## src/rtl/key_repeat_filter.sv

```systemverilog
// rtl/key_repeat_filter.sv - multi-key synchroniser, debounce and hold-to-repeat pulse generator
//
// Purpose:
//   Conditions N_KEYS active-low push-buttons for the block-movement logic.
//   Each key has its own path: a 2-FF synchroniser, a debounce FSM and an
//   auto-repeat generator. The keys share no counters and are not arbitrated.
//
// Ports:
//   clk        in   1       system clock
//   rst_n      in   1       synchronous active-low reset
//   key_in     in   N_KEYS  raw asynchronous buttons, 0 = pressed
//   rpt_en     in   N_KEYS  per-key auto-repeat enable, 1 = enabled
//   nege_flag  out  N_KEYS  one-cycle pulse when a debounced press is accepted
//   pose_flag  out  N_KEYS  one-cycle pulse when a debounced release is accepted
//   rpt_flag   out  N_KEYS  one-cycle auto-repeat pulse while the key is held
//   move_flag  out  N_KEYS  nege_flag | rpt_flag, registered
//   key_state  out  N_KEYS  debounced level, 0 = pressed
module key_repeat_filter #(
  parameter int N_KEYS        = 4,
  parameter int CNT_DEBOUNCE  = 1_000_000,
  parameter int REPEAT_DELAY  = 25_000_000,
  parameter int REPEAT_PERIOD = 5_000_000,
  parameter int CNT_W         = 25
) (
  input  logic              clk,
  input  logic              rst_n,
  input  logic [N_KEYS-1:0] key_in,
  input  logic [N_KEYS-1:0] rpt_en,
  output logic [N_KEYS-1:0] nege_flag,
  output logic [N_KEYS-1:0] pose_flag,
  output logic [N_KEYS-1:0] rpt_flag,
  output logic [N_KEYS-1:0] move_flag,
  output logic [N_KEYS-1:0] key_state
);

  typedef enum logic [1:0] {
    IDLE      = 2'd0,
    FILTER_DN = 2'd1,
    DOWN      = 2'd2,
    FILTER_UP = 2'd3
  } state_t;

  // Terminal counter values: a count that reaches these has lasted exactly
  // CNT_DEBOUNCE / REPEAT_DELAY / REPEAT_PERIOD cycles.
  localparam logic [CNT_W-1:0] DB_LAST     = CNT_W'(CNT_DEBOUNCE - 1);
  localparam logic [CNT_W-1:0] DELAY_LAST  = CNT_W'(REPEAT_DELAY - 1);
  localparam logic [CNT_W-1:0] PERIOD_LAST = CNT_W'(REPEAT_PERIOD - 1);
  localparam logic [CNT_W-1:0] CNT_ONE     = CNT_W'(1);

  for (genvar i = 0; i < N_KEYS; i++) begin : g_key
    logic             sync1;
    logic             sync2;
    state_t           state;
    logic [CNT_W-1:0] db_cnt;
    logic [CNT_W-1:0] rpt_cnt;
    logic             first;
    logic             nege_r;
    logic             pose_r;
    logic             rpt_r;
    logic             move_r;
    logic             level_r;

    always_ff @(posedge clk) begin
      if (!rst_n) begin
        sync1   <= 1'b1;
        sync2   <= 1'b1;
        state   <= IDLE;
        db_cnt  <= '0;
        rpt_cnt <= '0;
        first   <= 1'b1;
        nege_r  <= 1'b0;
        pose_r  <= 1'b0;
        rpt_r   <= 1'b0;
        move_r  <= 1'b0;
        level_r <= 1'b1;
      end else begin
        sync1  <= key_in[i];
        sync2  <= sync1;
        // Flags are pulses: cleared every cycle unless an event fires below.
        nege_r <= 1'b0;
        pose_r <= 1'b0;
        rpt_r  <= 1'b0;
        move_r <= 1'b0;

        case (state)
          IDLE: begin
            level_r <= 1'b1;
            if (!sync2) begin
              state  <= FILTER_DN;
              db_cnt <= '0;
            end
          end

          FILTER_DN: begin
            if (sync2) begin
              // Bounce: the low level did not last long enough.
              state  <= IDLE;
              db_cnt <= '0;
            end else if (db_cnt == DB_LAST) begin
              state   <= DOWN;
              db_cnt  <= '0;
              nege_r  <= 1'b1;
              move_r  <= 1'b1;
              level_r <= 1'b0;
              rpt_cnt <= '0;
              first   <= 1'b1;
            end else begin
              db_cnt <= db_cnt + CNT_ONE;
            end
          end

          DOWN: begin
            if (sync2) begin
              // Candidate release; rpt_cnt is frozen so a glitch that
              // returns to DOWN resumes the repeat cadence where it was.
              state  <= FILTER_UP;
              db_cnt <= '0;
            end else if (!rpt_en[i]) begin
              rpt_cnt <= '0;
              first   <= 1'b1;
            end else if (rpt_cnt == (first ? DELAY_LAST : PERIOD_LAST)) begin
              rpt_r   <= 1'b1;
              move_r  <= 1'b1;
              rpt_cnt <= '0;
              first   <= 1'b0;
            end else begin
              rpt_cnt <= rpt_cnt + CNT_ONE;
            end
          end

          FILTER_UP: begin
            if (!sync2) begin
              // Release glitch: back to held without any flag.
              state  <= DOWN;
              db_cnt <= '0;
            end else if (db_cnt == DB_LAST) begin
              state   <= IDLE;
              db_cnt  <= '0;
              pose_r  <= 1'b1;
              level_r <= 1'b1;
              rpt_cnt <= '0;
              first   <= 1'b1;
            end else begin
              db_cnt <= db_cnt + CNT_ONE;
            end
          end

          default: begin
            state  <= IDLE;
            db_cnt <= '0;
          end
        endcase
      end
    end

    assign nege_flag[i] = nege_r;
    assign pose_flag[i] = pose_r;
    assign rpt_flag[i]  = rpt_r;
    assign move_flag[i] = move_r;
    assign key_state[i] = level_r;
  end

endmodule

```

## config.mk

```make
export PLATFORM = sky130hd
export DESIGN_NAME = key_repeat_filter
export DESIGN_NICKNAME = d
export VERILOG_FILES = /design/src/rtl/key_repeat_filter.sv
export SDC_FILE = /design/constraint.sdc
export NUM_CORES = 1
export LEC_CHECK = 0
export ABC_AREA = 1
export CAP_MARGIN = 20
export CELL_PAD_IN_SITES_DETAIL_PLACEMENT = 0
export CELL_PAD_IN_SITES_GLOBAL_PLACEMENT = 1
export CORE_AREA = 2 2 191 193
export CTS_CLUSTER_SIZE = 16
export DETAILED_ROUTE_END_ITERATION = 6
export DIE_AREA = 0 0 193 195
export PLACE_DENSITY_LB_ADDON = 0.05
export SYNTH_ARGS = -nofsm -noshare
export SYNTH_HDL_FRONTEND = slang
export SYNTH_SLANG_ARGS = --single-unit
export TNS_END_PERCENT = 10
```

## constraint.sdc

```tcl
create_clock -name clk -period 2.4 [get_ports clk]
set_input_delay 0.72 -clock clk [delete_from_list [all_inputs] [get_ports clk]]
set_output_delay 0.72 -clock clk [all_outputs]
set_load 0.02 [all_outputs]
```

==> impl_results.md <==
* Status: finished clean
* Final Skew at 11.9 ps
* Highest metal used: met4
* Vias at 13900
* Top cell family by delay on the critical path: buffers and inverters
* CTS tree: yes
* Period Utilization, post-route at 95.4%
* Worst R2R Setup Slack at 230 ps
* CTS Sinks at 240
* Worst-margin pin slew at 612 ps
* ANT nets after route at 0
* Post-synth ARST share at 0%
* IO Pins at 30
* DRC errors left at 0
* Ys flop type: dfxtp_1
* CTS clock-pin slew for the worst setup and hold paths at 60 ps
* Port bufs at 29
* Vias in the first global route at 12900
* Slew headroom at 58.8%
* Initial DRC count at 704
* Arr. time, crit path at 1570 ps
* CP max stage cell: clkdlybuf4s50_1
* HPWL Detailed at 27.0 mm
* Chip Width at 193 um
* Clock latency on the worst-skew pair at 570 ps
* Sw Share at 26.3%
* Post-synth EDFFs at 0
* Hold_sp: g_key[3].sync1
* Power per cell area at 595 nW/um2
* Fin util at 45.3%
* Met2 routed wirelength at 16.6 mm
* Hold Path Cell Cnt at 1
* Fin crit period at 2290 ps
* RD Place Congestion at 0.852
* Mux cell area share after synthesis at 0%
* Adder-cell share of the synthesized area at 2.32%
* Worst EP required at 1680 ps
* Post-synthesis simple-gate area fraction at 40.3%
* Placed cells at 2748
* Fillers at 3797
* FF-to-FF Start: g_key[1].state[0]
* Synth Area in Compound Gates at 11.4%
* Final Setup Violations at 0
* Bufs and invs on worst path at 1
* Sw Pwr at 2.51 mW
* Synth unique cells at 49
* Max-slew violations at 0
* Cell-internal power at 7.04 mW
* Total global-route track usage at 19.8%
* Worst VDD drop at 0.000606 V
* Cts bufs inserted at 30
* RSZ-0062 raised after global routing: yes
* Max Cap Violations at 0
* Post-synthesis cell area at 14000 um2
* P&R area growth vs syn at 14.5%
* Leakage at 6.17 nW
* Register area share after synthesis at 34.3%
* DRT met1 WL at 18.3 mm
* CTS Hold Buffers Added at 0
* Die span in y at 195 um
* Hold Vio Cnt, Final at 0
* Largest net degree at the start of global routing at 42
* DR WL/cell at 13.2 um
* Avg Vias per Cell at 4.97
* Grt total ovfl at 0
* WS Path Type: reg2out
* Syn Area/Cell at 6.21 um2
* Clock share of power at 47.0%
* Initial antenna violation count at 0
* CP Capture Type: primary output
* RR Endpoint: g_key[1].rpt_cnt[6]
* Net Count, Synth at 2295
* Nets at 2356
* CP Launch Point: g_key[2].level_r
* Diode count at 0
* Finished Layout Cells at 2801
* Syn Inst Count at 2259
* Yosys warning count at 0
* XOR/XNOR share of the synthesized area at 1.19%
* H-tree depth at 1
* First-pass GRT wire length at 62.9 mm
* Drt total wl at 36.9 mm
* CP Cell Sequence: clkdlybuf4s50_1
* Starting Density at 39.6%
* Rows at 69
* CP Max Fanout at 2
* DR pass1 iterations at 5
* Hold WC Path Type: reg2reg
* Full die area at 37600 um2
* Slowest stage delay, CP at 620 ps
* Combinational power share at 10.0%
* Flops & latches, synth at 240
* Largest family of logic cells by synthesized area: simple AND/OR/NAND/NOR gates
* Worst Hold End: g_key[3].sync2
* Tot Pwr at 9.55 mW
* Root cell of the clock tree: clkbuf_16
* Share of cells above drive strength 1 at 7.69%
* Metal3 WL at 1.35 mm
* R2R depth at 10
* Part of the power in registers at 43.0%
* Startpoint type of the worst setup path: flop
* Core area at 35400 um2
* Max Clock Freq at 0.437 GHz
* Max clock buf depth at 3
[registers in the layout, indices dropped and copies added (netlist names), named ones only]
name and count:
g_key.sync1 4, g_key.sync2 4, g_key.state 4, g_key.first 4, g_key.pose_r 4, g_key.move_r 4, g_key.rpt_cnt 100, g_key.nege_r 4
g_key.level_r 4, g_key.db_cnt 100, g_key.rpt_r 4
[cell type report]
class | instances | area (um2) | share of cell area, %
Multi-Input combinational cell | 1663 | 7780 | 48.5
Sequential cell | 240 | 4810 | 30.0
Inverter | 287 | 1090 | 6.77
Clock buffer | 40 | 850 | 5.29
Timing Repair Buffer | 98 | 828 | 5.16
Tap cell | 461 | 577 | 3.59
Clock inverter | 12 | 118 | 0.733
[worst max path at each step]
stage / endpoint / slack (ps) / depth (start not counted)
2_1_floorplan: g_key[1].rpt_cnt[13] / 80 / 10
3_5_place_dp: g_key[3].db_cnt[20] / -20 / 11
5_1_grt: g_key[3].rpt_cnt[9] / -5 / 14
4_1_cts: key_state[2] / 60 / 1
3_3_place_gp: g_key[3].db_cnt[20] / -20 / 12
6_report: key_state[2] / 110 / 1
[kinds of logic after synthesis]
group,after synthesis
AND/OR/NAND/NOR,1325
flip-flops,240
AO/OA/AOI/OAI,293
XOR/XNOR,19
adder cells (fa/ha/maj),26
buffers and inverters,356
[synthesized netlist by cell type (15+ instances only)]
| library cell | n | area share, % |
|---|---|---|
| a21oi_1 | 155 | 5.5 |
| buf_4 | 23 | 1.2 |
| clkbuf_1 | 32 | 0.86 |
| dfxtp_1 | 240 | 34 |
| ha_1 | 26 | 2.3 |
| inv_1 | 277 | 7.4 |
| nand2_1 | 608 | 16 |
| nand3_1 | 173 | 6.2 |
| nand4_1 | 63 | 2.8 |
| nor2_1 | 337 | 9.0 |
| nor3_1 | 80 | 2.9 |
| o21ai_0 | 91 | 3.2 |
| or2_2 | 15 | 0.67 |
| xor2_1 | 15 | 0.94 |
[per-layer routing]
| layer | global-route usage, % | vias to the layer above |
|---|---|---|
| li1 | - | 7382 |
| met3 | 2.79 | 48 |
| met2 | 32.9 | 219 |
| met4 | 3.70 | 0 |
| met1 | 27.4 | 6275 |
| met5 | 0 | - |
[what timing repair did]
| item | in CTS | in global routing |
|---|---|---|
| endpoints found under the setup margin | 1 | 75 |
| setup buffers | 0 | 1 |
| gates resized for setup | 1 | 16 |
| pin swaps | 0 | 2 |
[placed cells by master, fill, tap and decap left out, types with 3 or more instances in the layout]
cell type,Yosys,layout
nand2_2,11,12
nand2_1,608,606
or2_2,15,15
clkdlybuf4s50_1,0,28
inv_2,8,7
clkbuf_16,0,31
nand4_1,63,63
nor4_1,8,8
clkinv_2,0,7
a31oi_1,4,4
o211ai_1,10,10
o21ai_1,1,4
inv_1,277,275
o2111ai_1,3,3
o21bai_1,11,11
xnor2_1,4,4
and3_1,4,4
nor3b_1,8,8
xor2_1,15,15
a211oi_1,3,3
clkbuf_8,0,4
nor2_1,337,332
nor3_1,80,80
nand3_1,173,173
o21ai_0,91,88
nor2_2,7,11
a21oi_1,155,155
buf_4,23,67
clkbuf_1,32,5
a31o_2,3,3
nand3b_1,4,4
clkinvlp_4,0,4
nand2_4,2,3
dfxtp_1,240,238
ha_1,26,26
[power by group through the flow]
stage	clock [mW]	combinational, mW	sequential [mW]
finish	4.49	0.957	4.10
global route	4.80	1.08	4.11
CTS	4.65	0.957	4.10
detailed placement	0	0.953	4.19
global placement	0	0.960	4.19
floorplan	0	0.625	4.18
[metrics by stage]
step	setup TNS (ps)	cell area, um2	setup WS (ps)	hold slack [ps]
floorplan	0	14000	78.2	393
global placement	-19.7	15000	-19.7	396
detailed placement	-22.3	15000	-22.3	401
CTS	0	16000	58.4	416
global route	-10.6	16000	-5.48	427
finish	0	16000	110	412
(Power assumes the default switching activity.)
